[config.mk]
export PLATFORM = sky130hd
export DESIGN_NAME = incr_check_seq
export DESIGN_NICKNAME = d
export VERILOG_FILES = /design/src/rtl/incr_check_seq.sv
export SDC_FILE = /design/constraint.sdc
export NUM_CORES = 1
export LEC_CHECK = 0
export ABC_AREA = 1
export BUFFER_PORTS_ARGS = -buffer_cell sky130_fd_sc_hd__buf_2
export CORE_MARGIN = 10
export CORE_UTILIZATION = 55
export DETAILED_ROUTE_END_ITERATION = 8
export GPL_TIMING_DRIVEN = 0
export MAX_ROUTING_LAYER = met4
export PLACE_DENSITY = 0.84
export SYNTH_ARGS = -nofsm -noshare
export SYNTH_HDL_FRONTEND = slang
export SYNTH_SLANG_ARGS = --single-unit
export TNS_END_PERCENT = 30
[constraint.sdc]
create_clock -name clk -period 2 [get_ports clk]
set_input_delay 0.5 -clock clk [delete_from_list [all_inputs] [get_ports clk]]
set_output_delay 0.5 -clock clk [all_outputs]
set_load 0.01 [all_outputs]
[src/rtl/incr_check_seq.sv]
// Stream sequencer/checker for a word-increment datapath with pass/fail stats.
// Optional FIRST_FAIL_CAPTURE_EN adds first-failing-entry capture outputs.
module incr_check_seq #(
    parameter int W       = 16,
    parameter int CW      = 16,
    parameter int TIMEOUT = 64
) (
    input  logic          clk,
    input  logic          rst_n,
    input  logic          start,
    input  logic          in_valid,
    input  logic [W-1:0]  in_data,
    input  logic          in_last,
    output logic          in_ready,
    input  logic          exp_valid,
    input  logic [W-1:0]  exp_data,
    output logic          exp_ready,
    output logic          dp_req,
    output logic [W-1:0]  dp_din,
    input  logic          dp_ack,
    input  logic [W-1:0]  dp_dout,
    output logic          busy,
    output logic          done,
    output logic          test_fail,
    output logic          timeout,
    output logic [CW-1:0] pass_cnt,
    output logic [CW-1:0] fail_cnt
`ifdef FIRST_FAIL_CAPTURE_EN
    ,
    output logic [CW-1:0] ff_idx,
    output logic [W-1:0]  ff_exp,
    output logic [W-1:0]  ff_got,
    output logic          ff_vld
`endif
);

    localparam int TW = (TIMEOUT > 1) ? $clog2(TIMEOUT) : 1;

    typedef enum logic [2:0] {
        IDLE,
        FETCH,
        ISSUE,
        WAIT,
        EXPECT,
        DONE
    } state_t;

    state_t        state;
    state_t        state_n;
    logic          last_r;
    logic [TW-1:0] timer;
    logic [W-1:0]  result_r;
    logic          to_r;

    logic start_ok;
    logic in_hs;
    logic exp_hs;
    logic ack_hs;
    logic tmo_hit;
    logic match;

    assign busy     = (state != IDLE) && (state != DONE);
    assign start_ok = start && !busy;
    assign in_hs    = in_valid && in_ready;
    assign exp_hs   = exp_valid && exp_ready;
    assign ack_hs   = (state == WAIT) && dp_ack;
    assign tmo_hit  = (state == WAIT) && !dp_ack
                      && (timer == TW'(TIMEOUT - 1));
    assign match    = !to_r && (result_r == exp_data);

    always_ff @(posedge clk or negedge rst_n) begin
        if (!rst_n) begin
            state <= IDLE;
        end else begin
            state <= state_n;
        end
    end

    always_comb begin
        state_n   = state;
        in_ready  = 1'b0;
        exp_ready = 1'b0;
        dp_req    = 1'b0;
        unique case (state)
            IDLE, DONE: begin
                if (start) state_n = FETCH;
            end
            FETCH: begin
                in_ready = 1'b1;
                if (in_valid) state_n = ISSUE;
            end
            ISSUE: begin
                dp_req  = 1'b1;
                state_n = WAIT;
            end
            WAIT: begin
                if (dp_ack || tmo_hit) state_n = EXPECT;
            end
            EXPECT: begin
                exp_ready = 1'b1;
                if (exp_valid) state_n = last_r ? DONE : FETCH;
            end
            default: state_n = IDLE;
        endcase
    end

    // Operand and result capture; a timed-out entry reads back as zero.
    always_ff @(posedge clk or negedge rst_n) begin
        if (!rst_n) begin
            dp_din   <= '0;
            last_r   <= 1'b0;
            timer    <= '0;
            result_r <= '0;
            to_r     <= 1'b0;
        end else begin
            if (in_hs) begin
                dp_din <= in_data;
                last_r <= in_last;
            end
            if (state == ISSUE) begin
                timer <= '0;
            end else if ((state == WAIT) && !dp_ack && !tmo_hit) begin
                timer <= timer + 1'b1;
            end
            if (ack_hs) begin
                result_r <= dp_dout;
                to_r     <= 1'b0;
            end else if (tmo_hit) begin
                result_r <= '0;
                to_r     <= 1'b1;
            end
        end
    end

    always_ff @(posedge clk or negedge rst_n) begin
        if (!rst_n) begin
            pass_cnt  <= '0;
            fail_cnt  <= '0;
            test_fail <= 1'b0;
            timeout   <= 1'b0;
            done      <= 1'b0;
        end else begin
            if (start_ok) begin
                pass_cnt  <= '0;
                fail_cnt  <= '0;
                test_fail <= 1'b0;
                timeout   <= 1'b0;
                done      <= 1'b0;
            end
            if (tmo_hit) timeout <= 1'b1;
            if (exp_hs) begin
                if (match) begin
                    if (pass_cnt != '1) pass_cnt <= pass_cnt + 1'b1;
                end else begin
                    if (fail_cnt != '1) fail_cnt <= fail_cnt + 1'b1;
                    test_fail <= 1'b1;
                end
                if (last_r) done <= 1'b1;
            end
        end
    end

`ifdef FIRST_FAIL_CAPTURE_EN
    logic [CW-1:0] idx_r;

    always_ff @(posedge clk or negedge rst_n) begin
        if (!rst_n) begin
            idx_r  <= '0;
            ff_idx <= '0;
            ff_exp <= '0;
            ff_got <= '0;
            ff_vld <= 1'b0;
        end else begin
            if (start_ok) begin
                idx_r  <= '0;
                ff_idx <= '0;
                ff_exp <= '0;
                ff_got <= '0;
                ff_vld <= 1'b0;
            end
            if (exp_hs) begin
                idx_r <= idx_r + 1'b1;
                if (!match && !ff_vld) begin
                    ff_idx <= idx_r;
                    ff_exp <= exp_data;
                    ff_got <= result_r;
                    ff_vld <= 1'b1;
                end
            end
        end
    end
`endif

endmodule

==> results_dict.tcl <==
set metrics [dict create \
    synth-async-reset-ratio_pct 100.0 \
    final_core_util_pct 68.63 \
    core_area_sq_um 8299 \
    nNetsFinal 849 \
    outcome "complete, no violations" \
    rr_worst_depth 12 \
    ctsRootBufferMaster "clkbuf_8" \
    yosysTopAreaCell "dfrtp_1" \
    antenna_found_initial 0 \
    p_total_w 0.005620 \
    ctsHoldBuffers 0 \
    wl_per_cell_microns 13.38 \
    gp_congestion 0.9312 \
    r2r_slack_ns 0.21 \
    overflow 0 \
    tightest_slew_ns 0.4969 \
    yosysWarnings 0 \
    synth.distinct_cells 31 \
    skew_ns 0.01193 \
    powerDensity_nw_per_um2 986.8 \
    drt_pass1_iterations 4 \
    synth_edf_count 0 \
    h-tree-depth 3 \
    p_leak_nw 3.129 \
    slew_violations 0 \
    setup_viol 0 \
    grt_pass1_wl_microns 20600 \
    crit_chain "inv_2 > nand2_2 > inv_2 > nand2_1 > inv_2 > buf_2" \
    reg2reg_to "pass_cnt[3]" \
    die-area_sq_um 12720 \
    cts_made_buffers 9 \
    cpMaxStageDelayCell "dfrtp_1" \
    n_antenna_cell 0 \
    finalCriticalPeriod_ns 1.818 \
    maxSlewHeadroom_pct 66.87 \
    ys_seq_area_share_pct 41.22 \
    grt_pass1_vias 4528 \
    io_pins 110 \
    clk_pin_slew_ns 0.09 \
    vias 4611 \
    syn2layout_area_growth_pct 20.26 \
    layout-drive-gt1-share_pct 23.49 \
    end_kind "primary output" \
    postPlaceCellArea_sq_um 5443 \
    path_class "reg2out" \
    syn_nets 727 \
    clock-sinks 78 \
    numPortBuffers 109 \
    cp.arrival_ns 1.32 \
    syn_area_sq_um 4736 \
    cts_tree "done" \
    netlist_top_cells_area "dfrtp_1, nand2_1, inv_1, nor2_1, nand3_1" \
    irDropWorstVdd_mv 0.9948 \
    fin_area_sq_um 5695 \
    track_usage_pct 19.47 \
    ys_seq_elements 78 \
    worstSkewPairLatency_ns 0.36 \
    avgSynthCellArea_sq_um 7.079 \
    drv_cap 0 \
    die_w_microns 112.8 \
    yosysMostFrequentCell "nand2_1" \
    rsz0062_at_grt "no" \
    drt-total-wl_microns 12060 \
    synth_flop_cell "dfrtp_1" \
    regToRegStartpoint "pass_cnt[1]" \
    crit_top_cell "inv_2" \
    start_util_pct 57.06 \
    cp.required_ns 1.50 \
    die_h_microns 112.8 \
    grt_max_degree 49 \
    timing.hold.ws_ns 0.06745 \
    min-delay-path-class "in2async" \
    critPathLaunchType "flop" \
    fmax_mhz 550.0 \
    clk_path_buf_depth 2 \
    drc 0 \
    critPathMaxStageDelay_ns 0.42 \
    num_rows 33 \
    synth_common_cells "nand2_1, dfrtp_1, inv_1" \
    ant_nets 0 \
    fin_crit_sh_pct 90.92 \
    synth_top_area_share_pct 41.22 \
    vias_per_cell 5.118 \
    syn_inst 669 \
    dp_hpwl_microns 9225 \
    hold_viol_final 0 \
    worst-path-max-fanout 4 \
    drtIter0Drc 153 \
]
## kinds of logic (layout without fill, tap and decap cells)
family	Yosys count	after routing	share of synthesized area, %
fa+ha+maj	3	3	0.7927
xor+xnor	18	18	3.329
compound gates	45	45	4.914
mux	16	16	3.805
simple gates	408	408	36.83
flops	78	78	41.22
buf+inv	101	228	9.115
## area by class of cell
cell class                 count  area, sq um
multi-input combinational    490         2352
clock inverter                 7        120.1
fill                         720         2604
sequential                    78         1953
buffer                        15        108.9
tap                          105        131.4
clock buffer                   9        123.9
timing repair buffer         111        583.1
inverter                      86        322.8
## how the worst max path moves through the flow
stage	slack, ns	from	depth (start not counted)	endpoint
final	0.18	state[2]	6	in_ready
after global routing	0.01	pass_cnt[0]	12	pass_cnt[10]
after CTS	0.09	pass_cnt[0]	12	pass_cnt[3]
after detailed placement	0.12	pass_cnt[0]	12	pass_cnt[3]
after global placement	-0.14	rst_n	1	dp_din[11]
after floorplan	0.35	pass_cnt[0]	12	pass_cnt[10]
## flip-flops by register name, summed over array words and instances, names as in the netlist
signal     count
dp_din        16
test_fail      1
state          3
pass_cnt      16
done           1
timeout        1
to_r           1
last_r         1
fail_cnt      16
result_r      16
timer          6
## placed cells by master, fill, tap and decap left out
master and count:
a21oi_1 5, buf_16 1, buf_2 114, buf_4 6, buf_6 4, bufinv_16 3
clkbuf_1 1, clkbuf_8 9, clkinv_2 1, clkinvlp_4 1, dfrtp_1 77, dfrtp_2 1
ha_1 3, inv_1 75, inv_2 11, inv_6 2, mux2_1 8, mux2_2 8
nand2_1 267, nand2_2 6, nand2_4 1, nand3_1 32, nand3_2 4, nand4_1 14
nand4_2 1, nor2_1 63, nor2_2 5, nor2_4 7, nor3_1 6, nor3_2 1
o211ai_1 1, o21ai_0 17, o21ai_1 20, o21ai_2 1, o22ai_1 1, or2_1 1
xnor2_1 3, xor2_1 15
## where the power goes
group	internal [W]	leakage, nW	switching, W
registers	0.00201	1.01	0.000242
clock network	0.000836	0.120	0.000641
logic	0.000735	2.00	0.00116
## what timing repair did
action	in CTS	in global routing
buffers inserted	0	1
endpoints found under the setup margin	0	13
gates resized for setup	0	1
endpoints found under the hold margin	0	0
## per-stage QoR
| step | setup slack [ns] | TNS, ns | instances |
|---|---|---|---|
| floorplan | 0.3472 | 0 | 669 |
| global placement | -0.1365 | -10.17 | 883 |
| detailed placement | 0.1213 | 0 | 884 |
| CTS | 0.09349 | 0 | 900 |
| global route | 0.01033 | 0 | 901 |
| finish | 0.1817 | 0 | 901 |
## metal layers
metal	vias up	global-route usage (%)	part of all wire (%)
li1	2314	-	-
met4	0	6.514	1.3
met5	-	-	0
met2	138	32.68	51
met1	2144	23.00	43
met3	15	3.592	4.9
## critical path, delay by kind of cell, from the launching register on
family        cells  cell delay, ns
buf+inv           4            0.38
flops             1            0.42
simple gates      2            0.18
Power figures use the tool's default switching activity.
